`config.mk`:
```
export PLATFORM = sky130hd
export DESIGN_NAME = i2c_codec_target
export DESIGN_NICKNAME = d
export VERILOG_FILES = /design/src/rtl/codec_pkg.sv /design/src/rtl/i2c_bus_cond.sv /design/src/rtl/i2c_codec_target.sv
export SDC_FILE = /design/constraint.sdc
export NUM_CORES = 1
export LEC_CHECK = 0
export CORE_MARGIN = 2
export CORE_UTILIZATION = 63
export CTS_CLUSTER_SIZE = 12
export DETAILED_ROUTE_END_ITERATION = 10
export PLACE_DENSITY = 0.84
export SETUP_SLACK_MARGIN = 0.4
export SYNTH_ARGS = -nofsm -noshare
export SYNTH_HDL_FRONTEND = slang
export SYNTH_SLANG_ARGS = --single-unit
```
`constraint.sdc`:
```
create_clock -name clk -period 7.7 [get_ports clk]
set_input_delay 2.31 -clock clk [delete_from_list [all_inputs] [get_ports clk]]
set_output_delay 2.31 -clock clk [all_outputs]
set_load 0.01 [all_outputs]
```
`src/rtl/codec_pkg.sv`:
```
// codec_pkg
// Shared definitions for the WM8731-style codec control-port target:
// register-bank geometry, the bank-reset register address, the power-on
// register defaults and the protocol FSM state encoding.
package codec_pkg;

    localparam int         CODEC_NUM_REGS  = 10;
    localparam logic [6:0] CODEC_RESET_REG = 7'h0F;

    typedef enum logic [2:0] {
        ST_IDLE     = 3'd0,
        ST_ADDR     = 3'd1,
        ST_ADDR_ACK = 3'd2,
        ST_BYTE1    = 3'd3,
        ST_ACK1     = 3'd4,
        ST_BYTE2    = 3'd5,
        ST_ACK2     = 3'd6,
        ST_IGNORE   = 3'd7
    } codec_state_e;

    // Power-on value of register idx; indices outside the bank return zero.
    function automatic logic [8:0] codec_default(input logic [3:0] idx);
        logic [8:0] val;
        case (idx)
            4'd0:    val = 9'h097;
            4'd1:    val = 9'h097;
            4'd2:    val = 9'h079;
            4'd3:    val = 9'h079;
            4'd4:    val = 9'h00A;
            4'd5:    val = 9'h008;
            4'd6:    val = 9'h09F;
            4'd7:    val = 9'h00A;
            4'd8:    val = 9'h000;
            4'd9:    val = 9'h000;
            default: val = 9'h000;
        endcase
        return val;
    endfunction

endpackage

```
`src/rtl/i2c_bus_cond.sv`:
```
// i2c_bus_cond
// Brings the asynchronous SCL/SDA pins into the clk domain and derives the
// bus events the protocol FSM needs.
//   clk, rst      system clock, synchronous active-high reset
//   scl_in/sda_in raw bus pins (asynchronous)
//   start         SDA fell while SCL stayed high
//   stop          SDA rose while SCL stayed high
//   scl_rise/fall single-cycle SCL edge strobes
//   sda_s         synchronized SDA level, used as the sampled data bit
// All event outputs appear SYNC_STAGES cycles after the pin edge; the FSM
// registers them once more.
module i2c_bus_cond #(
    parameter int SYNC_STAGES = 2
) (
    input  logic clk,
    input  logic rst,
    input  logic scl_in,
    input  logic sda_in,
    output logic start,
    output logic stop,
    output logic scl_rise,
    output logic scl_fall,
    output logic sda_s
);

    logic [SYNC_STAGES-1:0] scl_sync_r;
    logic [SYNC_STAGES-1:0] sda_sync_r;
    logic                   scl_d_r;
    logic                   sda_d_r;
    logic [SYNC_STAGES:0]   arm_r;
    logic                   scl_now_s;
    logic                   sda_now_s;
    logic                   armed_s;

    assign scl_now_s = scl_sync_r[SYNC_STAGES-1];
    assign sda_now_s = sda_sync_r[SYNC_STAGES-1];
    assign armed_s   = arm_r[SYNC_STAGES];

    // Metastability chains; deliberately not reset so they always follow the pins.
    always_ff @(posedge clk) begin
        scl_sync_r <= {scl_sync_r[SYNC_STAGES-2:0], scl_in};
        sda_sync_r <= {sda_sync_r[SYNC_STAGES-2:0], sda_in};
    end

    // Previous synchronized levels; they track through reset so that a reset
    // in the middle of a transfer does not fabricate a START or STOP.
    always_ff @(posedge clk) begin
        scl_d_r <= scl_now_s;
        sda_d_r <= sda_now_s;
    end

    // Event mask after reset until the synchronizer chain has flushed.
    always_ff @(posedge clk) begin
        if (rst) begin
            arm_r <= '0;
        end else begin
            arm_r <= {arm_r[SYNC_STAGES-1:0], 1'b1};
        end
    end

    assign start    = armed_s & scl_now_s & scl_d_r & sda_d_r & ~sda_now_s;
    assign stop     = armed_s & scl_now_s & scl_d_r & ~sda_d_r & sda_now_s;
    assign scl_rise = armed_s & scl_now_s & ~scl_d_r;
    assign scl_fall = armed_s & ~scl_now_s & scl_d_r;
    assign sda_s    = sda_now_s;

endmodule

```
`src/rtl/i2c_codec_target.sv`:
```
// i2c_codec_target
// I2C write-only target standing in for a WM8731 codec control port.
// Accepts <addr+W> followed by any number of byte pairs {reg[6:0],data[8]},
// {data[7:0]}; each completed pair commits into a 10-entry register bank.
//   clk, rst          50 MHz clock, synchronous active-high reset
//   scl_in, sda_in    bus pins (asynchronous)
//   sda_oe            1 = pull SDA low (ACK)
//   wr_valid          one-cycle commit strobe; wr_addr/wr_data hold the commit
//   rd_addr/rd_data   combinational bank read, zero beyond register 9
//   busy              transaction in progress (START..STOP)
//   nack_cnt          saturating count of refused address bytes
// Writing register 7'h0F restores every bank register to its default.
module i2c_codec_target
    import codec_pkg::*;
#(
    parameter logic [6:0] DEV_ADDR    = 7'h1A,
    parameter int         SYNC_STAGES = 2
) (
    input  logic       clk,
    input  logic       rst,
    input  logic       scl_in,
    input  logic       sda_in,
    output logic       sda_oe,
    output logic       wr_valid,
    output logic [6:0] wr_addr,
    output logic [8:0] wr_data,
    input  logic [3:0] rd_addr,
    output logic [8:0] rd_data,
    output logic       busy,
    output logic [7:0] nack_cnt
);

    logic start_s;
    logic stop_s;
    logic scl_rise_s;
    logic scl_fall_s;
    logic sda_sync_s;

    codec_state_e state_r;
    codec_state_e state_nx_s;
    logic [3:0]   bit_cnt_r;
    logic [3:0]   bit_cnt_nx_s;
    logic [7:0]   shift_r;
    logic [7:0]   shift_nx_s;
    logic [7:0]   byte1_r;
    logic [7:0]   byte1_nx_s;
    logic         sda_oe_r;
    logic         sda_oe_nx_s;
    logic         busy_r;
    logic         busy_nx_s;
    logic         nack_inc_s;
    logic         commit_s;
    logic         shift_en_s;
    logic         byte_done_s;

    logic         wr_valid_r;
    logic [6:0]   wr_addr_r;
    logic [8:0]   wr_data_r;
    logic [7:0]   nack_cnt_r;
    logic [8:0]   bank_r [CODEC_NUM_REGS];
    logic [8:0]   rd_data_s;

    i2c_bus_cond #(
        .SYNC_STAGES (SYNC_STAGES)
    ) u_bus_cond (
        .clk      (clk),
        .rst      (rst),
        .scl_in   (scl_in),
        .sda_in   (sda_in),
        .start    (start_s),
        .stop     (stop_s),
        .scl_rise (scl_rise_s),
        .scl_fall (scl_fall_s),
        .sda_s    (sda_sync_s)
    );

    // A bit is taken on each SCL rise until eight are held; the byte is
    // complete on the SCL fall that follows the eighth bit.
    assign shift_en_s  = scl_rise_s && (bit_cnt_r < 4'd8);
    assign byte_done_s = scl_fall_s && (bit_cnt_r == 4'd8);

    // Protocol next-state, shifter and ACK-drive decisions.
    always_comb begin
        state_nx_s   = state_r;
        bit_cnt_nx_s = bit_cnt_r;
        shift_nx_s   = shift_r;
        byte1_nx_s   = byte1_r;
        sda_oe_nx_s  = sda_oe_r;
        busy_nx_s    = busy_r;
        nack_inc_s   = 1'b0;
        commit_s     = 1'b0;

        if (stop_s) begin
            state_nx_s   = ST_IDLE;
            bit_cnt_nx_s = 4'd0;
            sda_oe_nx_s  = 1'b0;
            busy_nx_s    = 1'b0;
        end else if (start_s) begin
            // Repeated START drops any partial byte or uncommitted pair.
            state_nx_s   = ST_ADDR;
            bit_cnt_nx_s = 4'd0;
            sda_oe_nx_s  = 1'b0;
            busy_nx_s    = 1'b1;
        end else begin
            case (state_r)
                ST_ADDR, ST_BYTE1, ST_BYTE2: begin
                    if (shift_en_s) begin
                        shift_nx_s   = {shift_r[6:0], sda_sync_s};
                        bit_cnt_nx_s = bit_cnt_r + 4'd1;
                    end else if (byte_done_s) begin
                        bit_cnt_nx_s = 4'd0;
                        if (state_r == ST_ADDR) begin
                            if (shift_r == {DEV_ADDR, 1'b0}) begin
                                state_nx_s  = ST_ADDR_ACK;
                                sda_oe_nx_s = 1'b1;
                            end else begin
                                // Wrong address or a read request: stay off the bus.
                                state_nx_s = ST_IGNORE;
                                nack_inc_s = 1'b1;
                            end
                        end else if (state_r == ST_BYTE1) begin
                            byte1_nx_s  = shift_r;
                            state_nx_s  = ST_ACK1;
                            sda_oe_nx_s = 1'b1;
                        end else begin
                            state_nx_s  = ST_ACK2;
                            sda_oe_nx_s = 1'b1;
                        end
                    end else begin
                        state_nx_s = state_r;
                    end
                end
                ST_ADDR_ACK, ST_ACK1, ST_ACK2: begin
                    // The ACK clock's rising edge is the master's sample point;
                    // only its falling edge releases SDA.
                    if (scl_fall_s) begin
                        sda_oe_nx_s  = 1'b0;
                        bit_cnt_nx_s = 4'd0;
                        if (state_r == ST_ADDR_ACK) begin
                            state_nx_s = ST_BYTE1;
                        end else if (state_r == ST_ACK1) begin
                            state_nx_s = ST_BYTE2;
                        end else begin
                            state_nx_s = ST_BYTE1;
                            commit_s   = 1'b1;
                        end
                    end else begin
                        state_nx_s = state_r;
                    end
                end
                ST_IDLE, ST_IGNORE: begin
                    state_nx_s = state_r;
                end
                default: begin
                    state_nx_s  = ST_IDLE;
                    sda_oe_nx_s = 1'b0;
                    busy_nx_s   = 1'b0;
                end
            endcase
        end
    end

    // FSM state, bit counter, shifter, first-byte hold, SDA drive and busy.
    always_ff @(posedge clk) begin
        if (rst) begin
            state_r   <= ST_IDLE;
            bit_cnt_r <= 4'd0;
            shift_r   <= 8'h00;
            byte1_r   <= 8'h00;
            sda_oe_r  <= 1'b0;
            busy_r    <= 1'b0;
        end else begin
            state_r   <= state_nx_s;
            bit_cnt_r <= bit_cnt_nx_s;
            shift_r   <= shift_nx_s;
            byte1_r   <= byte1_nx_s;
            sda_oe_r  <= sda_oe_nx_s;
            busy_r    <= busy_nx_s;
        end
    end

    // Commit strobe and held write report; shift_r still holds the second
    // byte during ACK2 because nothing is shifted in an ACK state.
    always_ff @(posedge clk) begin
        if (rst) begin
            wr_valid_r <= 1'b0;
            wr_addr_r  <= 7'h00;
            wr_data_r  <= 9'h000;
        end else if (commit_s) begin
            wr_valid_r <= 1'b1;
            wr_addr_r  <= byte1_r[7:1];
            wr_data_r  <= {byte1_r[0], shift_r};
        end else begin
            wr_valid_r <= 1'b0;
        end
    end

    // Saturating refused-address counter.
    always_ff @(posedge clk) begin
        if (rst) begin
            nack_cnt_r <= 8'h00;
        end else if (nack_inc_s && (nack_cnt_r != 8'hFF)) begin
            nack_cnt_r <= nack_cnt_r + 8'h01;
        end else begin
            nack_cnt_r <= nack_cnt_r;
        end
    end

    // Register bank, written from the registered commit report.
    always_ff @(posedge clk) begin
        if (rst || (wr_valid_r && (wr_addr_r == CODEC_RESET_REG))) begin
            for (int i = 0; i < CODEC_NUM_REGS; i++) begin
                bank_r[i] <= codec_default(4'(i));
            end
        end else if (wr_valid_r) begin
            for (int i = 0; i < CODEC_NUM_REGS; i++) begin
                if (wr_addr_r == 7'(i)) begin
                    bank_r[i] <= wr_data_r;
                end
            end
        end
    end

    // Combinational bank read; indices past the bank read as zero.
    always_comb begin
        rd_data_s = 9'h000;
        for (int i = 0; i < CODEC_NUM_REGS; i++) begin
            rd_data_s = (rd_addr == 4'(i)) ? bank_r[i] : rd_data_s;
        end
    end

    assign sda_oe   = sda_oe_r;
    assign wr_valid = wr_valid_r;
    assign wr_addr  = wr_addr_r;
    assign wr_data  = wr_data_r;
    assign busy     = busy_r;
    assign nack_cnt = nack_cnt_r;
    assign rd_data  = rd_data_s;

endmodule

```
# After elaboration in Yosys (flattened, before gate mapping)
# Memories as Yosys holds them, arrays and structs flattened.
# Cells that the tools add are included.
[word_totals] output_inout_bits=36 in_bits=8 register_bits=59 wordCells=210 n_memories=1 mem_bits_rw=90
[mem_list] memory="bank_r" words=10 word_bits=9 read_ports=10 rd_ports_with_merged_regs=0 wr=10 line="i2c_codec_target.sv:60" rtl="logic [8:0] bank_r [CODEC_NUM_REGS];"
[op_classes] bitwise=28 muxes=103 n_eq_ne=38 reduce_logical=20 addsub=2 magnitude_cmp=1
[ops] op="2-to-1 mux 9 bit" n=26
[ops] op="2-to-1 mux 1 bit" n=63
[ops] op="== test 7 x 3 -> 1 bit (second input constant)" n=4
[ops] op="== test 7 x 4 -> 1 bit (second input constant)" n=3
[ops] op="2-to-1 mux 3 bit" n=7
[ops] op="== test 4 x 3 -> 1 bit (second input constant)" n=4
[ops] op="!= test 3 bit (second input constant)" n=5
[ops] op="== test 7 x 2 -> 1 bit (second input constant)" n=2
[ops] op="== test 3 bit (second input constant)" n=4
[ops] op="== test 4 bit (second input constant)" n=3
[ops] op="2-to-1 mux 4 bit" n=3
[ops] op="AND reduction 4 bit" n=3
[ops] op="bitwise OR 1 bit" n=10
[ops] op="bitwise AND 1 bit" n=9
[ops] op="inverter 1 bit" n=9
[ops] op="OR reduction 3 bit" n=3
[ops] op="adder 8 x 1 -> 8 bit (second input constant)" n=1
[ops] op="== test 4 x 2 -> 1 bit (second input constant)" n=2
[ops] op="== test 8 x 6 -> 1 bit (second input constant)" n=1
[ops] op="!= test 2 bit (second input constant)" n=4
[ops] op="!= test 8 bit (second input constant)" n=1
[ops] op="one-hot mux 4 bit (2 select lines)" n=1
[ops] op="== test 7 x 1 -> 1 bit (second input constant)" n=1
[ops] op="zero test 7 bit" n=1
[ops] op="other kinds (17)" n=22

# Depth between registers and ports, before layout
[logic_depth] word_depth=11 mapped_depth=7 ltp_nobuf=7

# Hierarchy
# A second synthesis with hierarchy kept.
[hier_totals] hier_cells=608 area_unflattened_um2=6891.6
[modules_own_cells] mod="i2c_codec_target" area_per_inst_um2=6645.1 seq_area_each_um2=3703.6 n_inst=1 cells_per_inst=589
[modules_own_cells] mod="i2c_bus_cond" area_per_inst_um2=246.5 seq_area_each_um2=180.2 n_inst=1 cells_per_inst=19

# Least setup slack after synthesis
# OpenSTA, ideal clock, no wires.
[synth_path] path_kind="input to output" startpoint="in rd_addr[0]" endpoint="out rd_data[1]" slack_ps=1817 t_required_ps=5390 path_buffers=2 t_arrival_ps=3573 cell_stages=5 cell_sequence="buf_2 buf_2 mux4_2 a221oi_1 a21oi_1"
[synth_via] elab_chain_cells=11 elab_cells_between_ends=20 cone_classes="9 x eq/ne; 10 x mux; 1 x reduce/logical"
[synth_rtl] item="from (decl)" line="i2c_codec_target.sv:27" rtl="input logic [3:0] rd_addr,"
[synth_rtl] item="zero test 4 bit" line="i2c_codec_target.sv:228" rtl="rd_data_s = (rd_addr == 4'(i)) ? bank_r[i] : rd_data_s;"
[synth_rtl] item="2-to-1 mux 9 bit (9 in a row)" line="i2c_codec_target.sv:228"
[synth_rtl] item="2-to-1 mux 9 bit (*)" line="i2c_codec_target.sv:228"
[synth_rtl] item="to (decl)" line="i2c_codec_target.sv:28" rtl="output logic [8:0] rd_data,"
# Mark *: on every way between the ends. The rest lies on a longest branch, timed or not.

# Worst setup path after layout
[layout_path] startpoint="in rd_addr[3]" endpoint="out rd_data[4]"
# The elaborated chain is that of the path after synthesis.

==> flow_summary.toml <==
[drt]
drt_first_pass_iters = 5
drt_first_iter_violations = 366
detail_route.wirelength_um = 15450
number_of_remaining_drc_errors = 0
antenna_violating_nets_post_route = 0
drt-wirelength-per-cell_um = 19.68
vias = 4828
avgViaCountPerCell = 6.150

[power_and_ir_drop]
leakagePower_nw = 2.694
p_per_area_nw_per_um2 = 221.9
irDropWorstVdd_uv = 149.4

[grt]
grt.total_usage = 0.2891
grt_antenna_before_repair = 0
vias_in_the_first_global_route = 4785
maximum_number_of_pins_on_one_net_before_global_route_repair = 51
gr-total-overflow = 0
first_pass_grt_wire_length_um = 24840

[timing]
worst_setup_skew_after_layout_ns = 0.006085
period_needed_ns = 7.028
finalWorstSetupSlack_ns = 0.6722
min_period_over_period = 0.9127
max_slew.worst_pin.slew_ns = 0.9410
number_of_failing_hold_endpoints_at_the_final_stage = 0
timing_max_transition_violations_final = 0
fin_tns_setup_ns = 0
worst_max_slew_margin_expressed_relative_to_the_limit = 0.3693
timing.hold.ws_ns = 0.3275
fmax_mhz = 142.3
rsz0062_at_grt = "false"
setup_viol = 0

[floorplanning]
fp.dieW_um = 107.3
initial_core_util = 0.6507
core_region_area_um2 = 10320
die_height_um = 107.3
dieArea_um2 = 11500
rows = 37
ports = 44

[placement]
port_buffers = 43
place.detailed.instances = 753
detailedPlace.worstSlack_ns = 0.7254
detailed_place_hpwl_um = 10320
final_replace_weighted_congestion = 0.9646

[clocking]
cts.clk_slew.worst_paths_ns = 0.06
clock_sinks = 149
post-cts-setup-buffers = 0
worstSkewPairLatency_ns = 0.53
ctsHtreeMaxLevel = 4
cts-buffers-inserted = 17
tritoncts = "done"
clockRootBuffer = "clkbuf_8"
cts-resized-gates = 0
hold_buffers = 0
cts-root-to-sink-buffers = 2

[logic_synthesis]
yosys.area_share.simple = 0.2127
syn_nets = 615
synth-seq-area-share = 0.5781
synth_flop_cell = "edfxtp_1"
synth_area_per_cell_um2 = 11.12
synth_mux_area_frac = 0.07562
number_of_enable_type_register_cells_in_the_synthesized_netlist = 90
synth.area.top_cells = "edfxtp_1, dfxtp_1, and2_1"
synthXorXnorAreaFrac = 0.01173
synth_top_area_share = 0.4023
synthesized_area_fraction_occupied_by_adder_cells = 0.005588
synth.yosys.warnings = 0
synth_cells = 604
largest_family_of_logic_cells_by_synthesized_area = "simple AND/OR/NAND/NOR gates"
ys_ff_latch = 149
synth.lib_cells_used.distinct = 56
synth_async_sr_flop_share = 0
synth_compound_area_frac = 0.08642
yosysTopAreaCell = "edfxtp_1"
synth_area_um2 = 6718

[min_path]
worst_hold_path_type = "register to register"

[cells_and_area]
flow.area_growth_from_synthesis_pct = 15.48
antenna_cells = 0
layout.filler_cells = 652
finalNonFillerCells = 785
multi_input_area_um2 = 2640
post-route-util = 0.7514
final_layout_size_suffix_gt1_frac = 0.1079
post_layout_net_count = 647
ff_latch_area_um2 = 3884

[critical_path]
worstSetupEndpointType = "output pin"
worstPathArrival_ns = 4.72
startpoint_type = "input pin"
timing.critical_path.fanout_max = 10
worstSetupPathType = "input pin to output pin"
cp_data_required_time_ns = 5.39

[job]
max-cap-violations = 0

[status]
status = "finished clean"
-- flip-flops by register name, summed over array words and instances (netlist names), 4 cells and up --
name	cells
bank_r	90
wr_data	9
byte1_r	8
nack_cnt	8
shift_r	8
wr_addr	7
bit_cnt_r	4
-- cell usage after synthesis (all sizes together) (4+ instances only) --
| library cell | count |
|---|---|
| nor2 | 51 |
| a21oi | 40 |
| mux2i | 26 |
| mux2 | 10 |
| nand3b | 4 |
| nand4 | 4 |
| nor2b | 9 |
| nand3 | 12 |
| a221oi | 5 |
| and2 | 56 |
| buf | 16 |
| xor2 | 7 |
| nor3 | 8 |
| and3 | 10 |
| mux4 | 6 |
| o21a | 4 |
| inv | 4 |
| nand2b | 8 |
| o21ai | 22 |
| edfxtp | 90 |
| nand2 | 56 |
| clkbuf | 24 |
| or3 | 32 |
| dfxtp | 59 |
-- layer usage --
layer	part of all wire	track usage	wire [um]
met1	0.40	0.3582	6118
met2	0.50	0.4828	7733
met3	0.074	0.06053	1143
met4	0.029	0.1419	452
met5	0	0	0
-- critical path, cell delays in order --
cell and delay (ns):
clkdlybuf4s50_1 0.65, nand2b_1 0.22, nor2_1 0.51, a22oi_1 0.20
a21oi_1 0.18, a211o_1 0.11, clkdlybuf4s50_1 0.52
-- cells by family (layout without fill, tap and decap cells) --
| group | count (synthesis) | count (layout) |
|---|---|---|
| AND/OR/NAND/NOR | 263 | 263 |
| XOR/XNOR | 9 | 9 |
| adder cells (fa/ha/maj) | 3 | 3 |
| flip-flops | 149 | 149 |
| multiplexers | 42 | 42 |
| AO/OA/AOI/OAI | 94 | 94 |
| buffers and inverters | 44 | 89 |
-- stage by stage --
stage / instance area (um^2) / power, mW
final: 7757 / 1.721
after global routing: 7757 / 1.765
after CTS: 7757 / 1.727
after detailed placement: 7204 / 0.9802
after global placement: 7204 / 0.9771
after floorplan: 6718 / 0.9445
-- cells in the final DEF, fill, tap and decap left out, types with 5 or more instances in the layout --
| cell | count |
|---|---|
| mux2i_1 | 26 |
| and3_1 | 10 |
| nand3_1 | 12 |
| edfxtp_1 | 90 |
| buf_4 | 10 |
| o21ai_0 | 16 |
| nor2_1 | 51 |
| or3_1 | 32 |
| dfxtp_1 | 59 |
| nand2b_1 | 8 |
| clkdlybuf4s50_1 | 41 |
| o21ai_1 | 6 |
| a21oi_1 | 40 |
| mux4_2 | 6 |
| a221oi_1 | 5 |
| and2_1 | 56 |
| mux2_2 | 10 |
| nor2b_1 | 9 |
| nor3_1 | 5 |
| xor2_1 | 7 |
| nand2_1 | 56 |
| clkbuf_16 | 17 |
-- path summary, 6_finish.rpt --
check / startpoint / to / slack [ns] / cells past startpoint
worst min-delay path: u_bus_cond.scl_sync_r[0] / u_bus_cond.scl_sync_r[1] / 0.33 / 0
worst max-delay path: rd_addr[3] / rd_data[4] / 0.67 / 7
worst min register to register: u_bus_cond.scl_sync_r[0] / u_bus_cond.scl_sync_r[1] / 0.33 / 0
worst max register to register: wr_addr[4] / bank_r[4][8] / 5.21 / 5
-- where the power goes --
part | internal, mW | switching (mW) | leakage (nW)
clock network | 0.443 | 0.314 | 0.284
logic | 0.0375 | 0.0528 | 1.11
registers | 0.866 | 0.00922 | 1.30
-- final cells by class --
class	instances	share of cell area
Clock inverter	10	0.008710
Clock buffer	22	0.06258
Timing Repair Buffer	53	0.06387
Multi-Input combinational cell	411	0.3403
Inverter	4	0.001935
Tap cell	136	0.02194
Sequential cell	149	0.5006
(Power assumes the default switching activity.)
